==> config.mk <==
export PLATFORM = sky130hd
export DESIGN_NAME = clk_div_nch
export DESIGN_NICKNAME = d
export VERILOG_FILES = /design/src/rtl/clk_div_pkg.sv /design/src/rtl/clk_div_ch.sv /design/src/rtl/clk_div_nch.sv
export SDC_FILE = /design/constraint.sdc
export NUM_CORES = 1
export LEC_CHECK = 0
export ABC_AREA = 0
export BUFFER_PORTS_ARGS = -buffer_cell sky130_fd_sc_hd__buf_4
export CAP_MARGIN = 20
export CORE_MARGIN = 3
export CORE_UTILIZATION = 37
export CTS_CLUSTER_SIZE = 28
export DETAILED_ROUTE_END_ITERATION = 8
export MAX_ROUTING_LAYER = met4
export PLACE_DENSITY = 0.64
export SETUP_SLACK_MARGIN = 0.2
export SKIP_LAST_GASP = 1
export SLEW_MARGIN = 20
export SYNTH_ARGS = -nofsm -noshare
export SYNTH_HDL_FRONTEND = slang
export SYNTH_SLANG_ARGS = --single-unit
==> constraint.sdc <==
create_clock -name i_ref_clk -period 3.9 [get_ports i_ref_clk]
set_input_delay 0.39 -clock i_ref_clk [delete_from_list [all_inputs] [get_ports i_ref_clk]]
set_output_delay 0.39 -clock i_ref_clk [all_outputs]
set_load 0.01 [all_outputs]
==> src/rtl/clk_div_pkg.sv <==
// Shared types and constants for the multi-channel integer clock divider.
// Imported by the channel and top-level modules.
package clk_div_pkg;

    typedef enum logic [1:0] {
        IDLE   = 2'd0,
        BYPASS = 2'd1,
        RUN    = 2'd2
    } ch_state_e;

    // Ratios below this pass the reference clock straight through.
    localparam int MIN_DIV_RATIO = 2;

    // Length of the high phase of a divided period (floor(r/2) cycles).
    function automatic logic [31:0] hi_len(input logic [31:0] r);
        return r >> 1;
    endfunction

endpackage

==> src/rtl/clk_div_ch.sv <==
// One divider channel: IDLE/BYPASS/RUN state machine, period counter and output mux.
// Ratio and enable are only taken at period boundaries so the output never glitches.
module clk_div_ch
    import clk_div_pkg::*;
#(
    parameter int RATIO_WIDTH = 8
) (
    input  logic                   i_ref_clk,
    input  logic                   i_rst_n,
    input  logic                   i_clk_en,
    input  logic [RATIO_WIDTH-1:0] i_div_ratio,
    output logic                   o_div_clk,
    output logic                   o_tick,
    output logic                   o_active
);

    ch_state_e              state_q, state_d;
    logic [RATIO_WIDTH-1:0] ratio_q, ratio_d;
    logic [RATIO_WIDTH-1:0] cnt_q, cnt_d;
    logic                   div_q, div_d;
    logic                   tick_q, tick_d;

    logic at_wrap;
    logic at_boundary;
    logic ratio_ok;
    logic next_high;

    assign at_wrap  = (cnt_q == (ratio_q - RATIO_WIDTH'(1)));
    // Any non-RUN encoding (including the unused one) is treated as a boundary, so it self-recovers.
    assign at_boundary = (state_q != RUN) || at_wrap;
    assign ratio_ok    = (32'(i_div_ratio) >= 32'(MIN_DIV_RATIO));
    assign next_high   = ((32'(cnt_q) + 32'd1) < hi_len(32'(ratio_q)));

    always_comb begin
        state_d = state_q;
        ratio_d = ratio_q;
        cnt_d   = cnt_q;
        div_d   = div_q;
        tick_d  = tick_q;
        if (at_boundary) begin
            if (!i_clk_en) begin
                state_d = IDLE;
                cnt_d   = '0;
                div_d   = 1'b0;
                tick_d  = 1'b0;
            end else if (!ratio_ok) begin
                state_d = BYPASS;
                cnt_d   = '0;
                div_d   = 1'b0;
                tick_d  = 1'b0;
            end else begin
                state_d = RUN;
                ratio_d = i_div_ratio;
                cnt_d   = '0;
                div_d   = 1'b1;
                tick_d  = 1'b1;
            end
        end else begin
            cnt_d  = cnt_q + RATIO_WIDTH'(1);
            div_d  = next_high;
            tick_d = 1'b0;
        end
    end

    always_ff @(posedge i_ref_clk) begin
        if (!i_rst_n) begin
            state_q <= IDLE;
            ratio_q <= '0;
            cnt_q   <= '0;
            div_q   <= 1'b0;
            tick_q  <= 1'b0;
        end else begin
            state_q <= state_d;
            ratio_q <= ratio_d;
            cnt_q   <= cnt_d;
            div_q   <= div_d;
            tick_q  <= tick_d;
        end
    end

    // In BYPASS the reference itself is forwarded; div_q is held low there, so leaving is clean.
    assign o_div_clk = (state_q == BYPASS) ? i_ref_clk : div_q;
    assign o_tick    = (state_q == BYPASS) | tick_q;
    assign o_active  = (state_q != IDLE);

endmodule

==> src/rtl/clk_div_nch.sv <==
// Multi-channel integer clock divider: NUM_CH independent clk_div_ch instances
// sharing one reference clock, each with its own enable and ratio.
module clk_div_nch
    import clk_div_pkg::*;
#(
    parameter int NUM_CH      = 4,
    parameter int RATIO_WIDTH = 8
) (
    input  logic                          i_ref_clk,
    input  logic                          i_rst_n,
    input  logic [NUM_CH-1:0]             i_clk_en,
    input  logic [NUM_CH*RATIO_WIDTH-1:0] i_div_ratio,
    output logic [NUM_CH-1:0]             o_div_clk,
    output logic [NUM_CH-1:0]             o_tick,
    output logic [NUM_CH-1:0]             o_active
);

    generate
        for (genvar gi = 0; gi < NUM_CH; gi++) begin : g_ch
            clk_div_ch #(
                .RATIO_WIDTH(RATIO_WIDTH)
            ) u_ch (
                .i_ref_clk  (i_ref_clk),
                .i_rst_n    (i_rst_n),
                .i_clk_en   (i_clk_en[gi]),
                .i_div_ratio(i_div_ratio[gi*RATIO_WIDTH +: RATIO_WIDTH]),
                .o_div_clk  (o_div_clk[gi]),
                .o_tick     (o_tick[gi]),
                .o_active   (o_active[gi])
            );
        end
    endgenerate

endmodule

### Yosys cells after proc, flatten, opt, wreduce, memory -nomap -nowiden

Cells that the tools add are included.

| storage, ports and cells | value |
|---|---|
| register bits | 80 |
| input bits | 38 |
| output and inout port bits | 12 |
| logic and storage cells | 101 |

| cells by class | value |
|---|---|
| add/sub/neg operators | 12 |
| order comparisons | 8 |
| equal/unequal tests | 12 |
| mux-type cells | 24 |
| bitwise operators | 5 |
| reduce and logical (&&, ||, !) cells | 20 |

Operators by type and width:

| operator | count |
|---|---|
| $lt 32x7->1 | 4 |
| $add 8x1->9 const B | 4 |
| $add 8x1->8 const B | 4 |
| $eq 8x8->1 | 4 |
| $ge 8x2->1 const B | 4 |
| $sub 8x1->8 const B | 4 |
| $mux 1 | 16 |
| $mux 2 | 8 |
| $reduce_and 3->1 | 4 |
| $eq 2x1->1 const B | 4 |
| $ne 2x2->1 const B | 4 |
| $reduce_and 2->1 | 4 |
| $reduce_bool 2->1 | 4 |
| $reduce_or 2->1 | 4 |
| $logic_or 1x1->1 | 4 |
| $or 1x1->1 | 4 |
| $not 1->1 | 1 |

### Depth between registers and ports, before layout

Gate-level depths: netlist of run 1.

| logic depth | value |
|---|---|
| depth in word-level cells | 4 |
| gate-level depth with buffers | 10 |
| mapped depth without buffers | 8 |

### Hierarchy

From an unflattened synthesis of run 1, not the netlist that was laid out.

| unflattened totals | value |
|---|---|
| cell total of the unflattened synthesis | 552 |
| area total of the unflattened synthesis | 4959.8 um^2 |

Modules (own cells, without submodules):

| module | instances | cells an instance | area an instance (um^2) | seq. area each (um^2) |
|---|---|---|---|---|
| clk_div_ch | 4 | 138 | 1239.9 | 400.4 |

==> impl_metrics.ini, run 1 <==
[die]
start_util_pct = 38.2
top_level_ports = 50
fp-row-count = 42
die_width_um = 124
die_y_um = 124
core-area_um2 = 13400
die_area_um2 = 15300

[routing]
drc = 0
drtIter0Drc = 213
first_pass_iters = 4
wire_per_inst_um = 14.0
routed_wl_um = 11500
dr_total_vias = 4229
ant_nets = 0
via_per_inst = 5.15

[grt]
grt-ovfl-total = 0
grt_max_degree = 49
grt_pass1_vias = 4292
antenna_found_initial = 0
grt_pass1_wl_um = 19600
grt_use_total_pct = 16.7

[finish]
layout.cells.non_filler = 821
drive_above_1_share_pct = 14.3
fin_area_um2 = 5990
nets = 709
antenna_cells = 0
layout-area-overhead-vs-synth_pct = 17.1
n_fill_cell = 1319
final_cell_mix = nand2_1 (86), dfxtp_1 (80), buf_4 (53)
layout_commonest_cell = nand2_1
fin_util_pct = 44.7

[synth]
synth-async-reset-ratio_pct = 0
syn_area_per_cell_um2 = 8.42
synth_area_um2 = 5120
yosysSeqAreaShare_pct = 31.3
ys.flop_type = dfxtp_1
synth_cell_types = 55
synth-edff-count = 0
synth_nets = 678
ys_seq_elements = 80
ys.warnings.count = 0
synthCells = 608

[critical_path]
cp.arrival_ns = 2.62
startpoint_type = clock port
worstSetupPathType = clk2out
required_ns = 3.51
end_kind = output port
path_max_fanout = 3

[placed_design]
dp_cells = 800
port_buffers = 49
gp_congestion = 0.984
preCtsSetupSlack_ns = 1.18
dpl_cell_area_um2 = 5510
dp_hpwl_um = 8730

[timing]
fin_ws_ns = 0.892
holdWs_ns = 0.195
rsz0062_at_grt = false
tns_ns = 0
finalClockSkew_ns = 0.00621
worst_pin_slew_ns = 0.856
maxSlewHeadroom_pct = 42.7
hold_violations = 0
drv_slew = 0
finalSetupViolCount = 0

[clock_tree]
clk_pin_slew_ns = 0.06
cts_tree = done
cts_hold_buffers = 0
insertion_delay_ns = 0.46
postCtsSetupBuffers = 0
cts_resized = 0

[power_and_ir_drop]
p_leak_nw = 2.41
fin_total_pwr_mw = 2.98
power.density_nw_per_um2 = 497
irDropWorstVdd_uv = 192

[status]
status = completed

[worst_hold_path]
hold_path_class = in2reg

[run]
maxCapViolCount = 0
[path summary, 6_finish.rpt]
| kind | startpoint | to | slack [ns] | depth (start not counted) |
|---|---|---|---|---|
| worst max-delay path | i_ref_clk | o_div_clk[1] | 0.89 | 4 |
| worst min-delay path | i_div_ratio[26] | g_ch[3].u_ch.ratio_q[2]$_SDFFE_PN0P_ | 0.20 | 3 |
| worst max register to register | g_ch[2].u_ch.ratio_q[0]$_SDFFE_PN0P_ | g_ch[2].u_ch.ratio_q[4]$_SDFFE_PN0P_ | 1.28 | 8 |
| worst min register to register | g_ch[1].u_ch.ratio_q[6]$_SDFFE_PN0P_ | g_ch[1].u_ch.ratio_q[6]$_SDFFE_PN0P_ | 0.49 | 2 |
[synth_stat cells (all sizes together) (3+ instances only)]
cell      n  area [µm²]
nand2    86         323
dfxtp    80        1600
inv      42         158
xnor2    38         333
mux2i    34         340
nor2     33         124
ha       32         400
xor2     23         201
nand3    21         105
buf      20         166
nor2b    19         119
clkbuf   17        63.8
nor3     16        90.1
o21ai    14        70.1
a21oi    11        55.1
nand2b   11        68.8
or2      11        68.8
and3     10        62.6
o211ai   10        75.1
a21boi    8        60.1
nor4      7        58.8
o21a      7        52.6
a211oi    5        37.5
o2bb2ai   5        43.8
a311oi    4        35.0
and2      4        25.0
and2b     4        30.0
and4      4        36.3
mux2      4        45.0
o2111ai   4        35.0
nor4b     3        26.3
o31ai     3        22.5
[worst max-delay path: stages]
cell and delay [ns]:
clkbuf_16 0.13, clkbuf_16 0.14, mux2_2 0.26, buf_4 0.14
[kinds of logic after synthesis]
kind of cell | after synthesis | share of synthesized area (%)
DFF | 80 | 31.3
AOI/OAI and AO/OA | 81 | 11.8
buffers and inverters | 79 | 7.58
xor gates and xnor gates | 61 | 10.4
adders and majority gates | 32 | 7.82
and+or+nand+nor | 237 | 23.6
muxes | 38 | 7.53
[power by group]
part | internal [mW] | total, mW | switching (mW)
Sequential | 0.891 | 0.979 | 0.0888
Clock | 0.957 | 1.36 | 0.406
Combinational | 0.308 | 0.637 | 0.329
Total | 2.16 | 2.98 | 0.824
[registers in the layout, summed over array words and instances, names as in the netlist]
register	cells
g_ch.u_ch.tick_q	4
g_ch.u_ch.ratio_q	32
g_ch.u_ch.div_q	4
g_ch.u_ch.state_q	8
g_ch.u_ch.cnt_q	32
[cell type report]
type	instances	area (µm²)	share of cell area, %
Clock inverter	6	155	2.59
Timing Repair Buffer	49	368	6.14
Multi-Input combinational cell	449	3130	52.2
Inverter	42	158	2.63
Sequential cell	80	1600	26.7
Tap cell	176	220	3.67
Clock buffer	19	363	6.05
[layer usage]
metal  global-route usage (%)  part of all wire (%)  routed length [µm]  vias to the layer above
met3                     4.31                   4.2                 480                       31
met2                     26.2                    47                5450                       92
met5                        -                     0                   0                        -
li1                         -                     -                   -                     2132
met1                     19.8                    46                5270                     1974
met4                     8.58                   2.9                 332                        0
Power figures use the tool's default switching activity.
==> run 2: changes to the inputs <==
--- a/config.mk
+++ b/config.mk
@@ -5,7 +5,7 @@
 export SDC_FILE = /design/constraint.sdc
 export NUM_CORES = 1
 export LEC_CHECK = 0
-export ABC_AREA = 0
+export ABC_AREA = 1
 export BUFFER_PORTS_ARGS = -buffer_cell sky130_fd_sc_hd__buf_4
 export CAP_MARGIN = 20
 export CORE_MARGIN = 3
@@ -13,7 +13,7 @@
 export CTS_CLUSTER_SIZE = 28
 export DETAILED_ROUTE_END_ITERATION = 8
 export MAX_ROUTING_LAYER = met4
-export PLACE_DENSITY = 0.64
+export PLACE_DENSITY = 0.66
 export SETUP_SLACK_MARGIN = 0.2
 export SKIP_LAST_GASP = 1
 export SLEW_MARGIN = 20
==> constraint.sdc (replaced) <==
create_clock -name i_ref_clk -period 2.5 [get_ports i_ref_clk]
set_input_delay 0.25 -clock i_ref_clk [delete_from_list [all_inputs] [get_ports i_ref_clk]]
set_output_delay 0.25 -clock i_ref_clk [all_outputs]
set_load 0.01 [all_outputs]
==> run 2 against run 1 <==
Effect of this change:
- cell count up 31%
- critical path type unchanged
- register-to-register slack worse by 0.75 ns
- clock power about the same
- largest power group is now sequential cells
- routed wire length down 2.9%
- first-iteration DRC count down 0.47%
- non-clock buffer count down 2
- utilization down 1.1 points
- setup slack worse by 0.56 ns
- sequential share of layout area down 0.86 points
- synthesized cell count up 41%
- cell area up 3.3%
- via count up 16%
==> impl_metrics.ini, run 2 <==
[status]
status = completed

[synth]
synth_top_area_share_pct = 29.2
netlist_top_cells_area = dfxtp_1 (29%), nand2_1 (13%), inv_1 (10%)
synth_area_um2 = 5490
syn_area_per_cell_um2 = 6.38
synth_nets = 930
yosysTopAreaCell = dfxtp_1
yosysSeqAreaShare_pct = 29.2
ys.warnings.count = 0
synth-edff-count = 0
synth_commonest_cells = nand2_1 (195), inv_1 (151), nor2_1 (119), dfxtp_1 (80), nand3_1 (75)
ys.flop_type = dfxtp_1
synth_most_common_cell = nand2_1
synth-async-reset-ratio_pct = 0
synth_cell_types = 29
ys_seq_elements = 80
synthCells = 860

[clock_tree]
postCtsSetupBuffers = 0
insertion_delay_ns = 0.35
ctsLongestPathBuffers = 2
cts_tree = done
numCtsBuffers = 9
cts_resized = 0
cts-root-buf = clkbuf_16
clk_pin_slew_ns = 0.07
h-tree-depth = 3
cts_hold_buffers = 0

[timing]
hold_violations = 0
worst_pin_slew_ns = 1.06
maxSlewHeadroom_pct = 28.8
rsz0062_at_grt = false
drv_slew = 0
holdWs_ns = 0.141
finalSetupViolCount = 0
tns_ns = 0
finalClockSkew_ns = 0.00799
fin_ws_ns = 0.334

[grt]
antenna_found_initial = 0
grt_pass1_vias = 4401
grt_use_total_pct = 14.8
grt-ovfl-total = 0
grt_pass1_wl_um = 19600
grt_max_degree = 31

[critical_path]
cp.arrival_ns = 1.92
startpoint_type = clock port
end_kind = output port
required_ns = 2.25
worstSetupPathType = clk2out
path_max_fanout = 12

[finish]
final_cell_mix = nand2_1 (195), inv_1 (154), nor2_1 (117)
reg_top3 = g_ch.u_ch.cnt_q: 32 flops, g_ch.u_ch.ratio_q: 32 flops, g_ch.u_ch.state_q: 8 flops
antenna_cells = 0
layout_commonest_cell = nand2_1
layout-area-overhead-vs-synth_pct = 12.8
nets = 962
drive_above_1_share_pct = 11.0
fin_area_um2 = 6190

[die]
die_y_um = 128
start_util_pct = 38.7
core-area_um2 = 14200
fp-row-count = 43
top_level_ports = 50
die_area_um2 = 16300
die_width_um = 128

[power_and_ir_drop]
irDropWorstVdd_uv = 315
power.density_nw_per_um2 = 578
p_leak_nw = 3.27

[routing]
via_per_inst = 4.54
first_pass_iters = 4
drc = 0
drtIter0Drc = 212
routed_wl_um = 11200
wire_per_inst_um = 10.4
ant_nets = 0
dr_total_vias = 4893

[placed_design]
dp_hpwl_um = 8750
gp_congestion = 0.823
preCtsSetupSlack_ns = 0.476
port_buffers = 49
dpl_cell_area_um2 = 5880

[run]
maxCapViolCount = 0

[worst_hold_path]
hold_path_class = in2reg
[run 2: path summary, 6_finish.rpt]
| check | to | start | depth (start not counted) | slack, ns |
|---|---|---|---|---|
| worst max-delay path | o_div_clk[3] | i_ref_clk | 5 | 0.33 |
| worst min-delay path | g_ch[0].u_ch.state_q[0]$_SDFFE_PN0P_ | i_clk_en[0] | 3 | 0.14 |
| worst max register to register | g_ch[1].u_ch.div_q$_SDFF_PN0_ | g_ch[1].u_ch.cnt_q[2]$_SDFF_PP0_ | 13 | 0.53 |
| worst min register to register | g_ch[2].u_ch.cnt_q[0]$_SDFF_PP0_ | g_ch[2].u_ch.cnt_q[0]$_SDFF_PP0_ | 1 | 0.49 |
[run 2: routing by layer]
metal  track usage, %  part of all wire, %  routed length (µm)
met5                -                    0                   0
met4             3.68                 0.70                  78
met3             4.29                  4.9                 546
met2             22.7                   44                4890
met1             19.2                   51                5690
[run 2: cells by family (layout without fill, tap and decap cells)]
kind of cell,after synthesis,after routing,share of synthesized area [%]
flip-flops,80,80,29.2
AO/OA/AOI/OAI,71,71,6.52
AND/OR/NAND/NOR,442,442,35.0
adder cells (fa/ha/maj),32,32,7.29
XOR/XNOR,48,48,7.66
buffers and inverters,187,224,14.4
[run 2: cell type report]
cell class	count	area, µm²
Timing Repair Buffer	47	353
Multi-Input combinational cell	593	3100
Clock buffer	14	269
Fill cell	1530	8010
Inverter	153	574
Sequential cell	80	1600
Clock inverter	10	67.6
Tap cell	180	225
[run 2: per-stage QoR]
step | utilization (%) | power [mW] | std cells
floorplan | - | 2.10 | 860
global placement | 41.4 | 2.26 | 1057
detailed placement | 41.4 | 2.26 | 1057
CTS | 43.5 | 3.64 | 1076
global route | 43.6 | 3.83 | 1077
finish | 43.6 | 3.58 | 1077
[run 2: critical path: stages]
cell and delay (ns):
clkbuf_16 0.17, clkbuf_16 0.18, inv_1 0.05, o21ai_1 0.10, buf_4 0.16
[run 2: where the power goes]
part	total, mW	switching [mW]	internal, mW
sequential	1.43	0.0806	1.35
combinational	0.768	0.451	0.317
clock	1.38	0.639	0.741
total	3.58	1.17	2.41
==> run 3: changes to the inputs <==
--- a/config.mk
+++ b/config.mk
@@ -8,8 +8,10 @@
 export ABC_AREA = 1
 export BUFFER_PORTS_ARGS = -buffer_cell sky130_fd_sc_hd__buf_4
 export CAP_MARGIN = 20
+export CORE_ASPECT_RATIO = 0.7
 export CORE_MARGIN = 3
 export CORE_UTILIZATION = 37
+export CTS_CLUSTER_DIAMETER = 50
 export CTS_CLUSTER_SIZE = 28
 export DETAILED_ROUTE_END_ITERATION = 8
 export MAX_ROUTING_LAYER = met4
==> run 3 against run 2 <==
Effect of this change:
- sequential power barely moved
- clock skew fell by 0.0033 ns
- sequential share of layout area barely moved
- critical path depth did not move
- non-clock buffer count did not move
==> impl_metrics.ini, run 3 (synthesis gave the netlist of run 2 again) <==
[clock_tree]
cts-root-buf = clkbuf_16
cts_resized = 0
postCtsSetupBuffers = 0
insertion_delay_ns = 0.34
cts_tree = done
cts_hold_buffers = 0
h-tree-depth = 3
clk_pin_slew_ns = 0.06
numCtsBuffers = 9
ctsLongestPathBuffers = 2

[critical_path]
slowest_stage = clkbuf_16
cpPeakStageDelay_ns = 0.17
required_ns = 2.25
end_kind = output port
r2r_slack_ns = 0.48
cp_common_cell = clkbuf_16
rr_startpoint = g_ch[2].u_ch.cnt_q[0]$_SDFF_PP0_
crit_chain = clkbuf_16 > clkbuf_16 > inv_1 > o21ai_0 > buf_4
worstSetupPathType = clk2out
startpoint_type = clock port
path_max_fanout = 13
rr_worst_depth = 12
r2r-end = g_ch[2].u_ch.div_q$_SDFF_PN0_
cp.arrival_ns = 1.88

[routing]
first_pass_iters = 5
via_per_inst = 4.53
drc = 0
wire_per_inst_um = 10.8
dr_total_vias = 4919
drtIter0Drc = 240
ant_nets = 0
routed_wl_um = 11800

[timing]
rsz0062_at_grt = false
hold_violations = 0
finalSetupViolCount = 0
drv_slew = 0
tns_ns = 0
holdWs_ns = 0.178
maxSlewHeadroom_pct = 28.1
finalClockSkew_ns = 0.00469
worst_pin_slew_ns = 1.08

[run]
maxCapViolCount = 0

[placed_design]
gp_congestion = 0.837
dpl_cell_area_um2 = 5900
port_buffers = 49
dp_cells = 1068
dp_hpwl_um = 9220

[finish]
nets = 962
seqCellArea_um2 = 1600
drive_above_1_share_pct = 10.7
layout.cells.non_filler = 1087
layout_commonest_cell = nand2_1
n_fill_cell = 1530
antenna_cells = 0
final_cell_mix = nand2_1 (195), inv_1 (154), nor2_1 (117)
multi_input_area_um2 = 3100
fin_util_pct = 43.4
reg_top3 = g_ch.u_ch.cnt_q: 32 flops, g_ch.u_ch.ratio_q: 32 flops, g_ch.u_ch.state_q: 8 flops
layout-area-overhead-vs-synth_pct = 12.6
fin_area_um2 = 6180

[grt]
grt_use_total_pct = 15.6
antenna_found_initial = 0
grt_pass1_wl_um = 20200
grt_max_degree = 31
grt_pass1_vias = 4472
grt-ovfl-total = 0

[die]
start_util_pct = 38.6
die_y_um = 108
top_level_ports = 50
die_area_um2 = 16400
fp-row-count = 36
core-area_um2 = 14200
die_width_um = 152

[status]
status = completed

[worst_hold_path]
worstHoldEndpoint = g_ch[0].u_ch.state_q[0]$_SDFFE_PN0P_
hold_path.startpoint = i_clk_en[0]
hold_path_class = in2reg
whs_path_depth = 3

[power_and_ir_drop]
power.density_nw_per_um2 = 561
irDropWorstVdd_uv = 348
p_leak_nw = 3.26
-- run 3: worst max-delay path by stage --
stage                                           startpoint  slack (ns)                             to  cells past startpoint
after CTS                                        i_ref_clk        0.35                   o_div_clk[2]                      5
after global placement    g_ch[1].u_ch.cnt_q[0]$_SDFF_PP0_        0.50  g_ch[1].u_ch.div_q$_SDFF_PN0_                     12
after floorplan           g_ch[2].u_ch.cnt_q[0]$_SDFF_PP0_        0.69  g_ch[2].u_ch.div_q$_SDFF_PN0_                     12
after global routing      g_ch[2].u_ch.cnt_q[0]$_SDFF_PP0_        0.20  g_ch[2].u_ch.div_q$_SDFF_PN0_                     12
after detailed placement  g_ch[2].u_ch.cnt_q[0]$_SDFF_PP0_        0.49  g_ch[2].u_ch.div_q$_SDFF_PN0_                     12
final                                            i_ref_clk        0.37                   o_div_clk[2]                      5
-- run 3: metrics by stage --
step / power (mW) / worst slack [ns]
floorplan: 2.10 / 0.686
global placement: 2.26 / 0.505
detailed placement: 2.27 / 0.485
CTS: 3.53 / 0.352
global route: 3.73 / 0.203
finish: 3.47 / 0.372
-- run 3: final cells by class --
cell class                 count  area share [%]
clock buffer                  14            4.19
tap                          190            3.84
multi-input combinational    593            50.2
inverter                     153            9.29
timing repair buffer          47            5.71
clock inverter                10           0.870
sequential                    80            25.9
-- run 3: power breakdown --
group          switching [mW]  internal, mW  total (mW)
registers              0.0866          1.35        1.44
logic                   0.451         0.318       0.769
clock network           0.575         0.690        1.27
-- run 3: per-layer routing --
metal / track usage (%) / routed length, µm
met2: 20.3 / 4200
met1: 23.8 / 6770
met3: 3.91 / 711
met5: - / 0
met4: 3.40 / 94
-- run 3: worst max-delay path, delay by kind of cell --
kind / cells / cell delay, ns
buffers and inverters: 4 / 0.54
AO/OA/AOI/OAI: 1 / 0.09
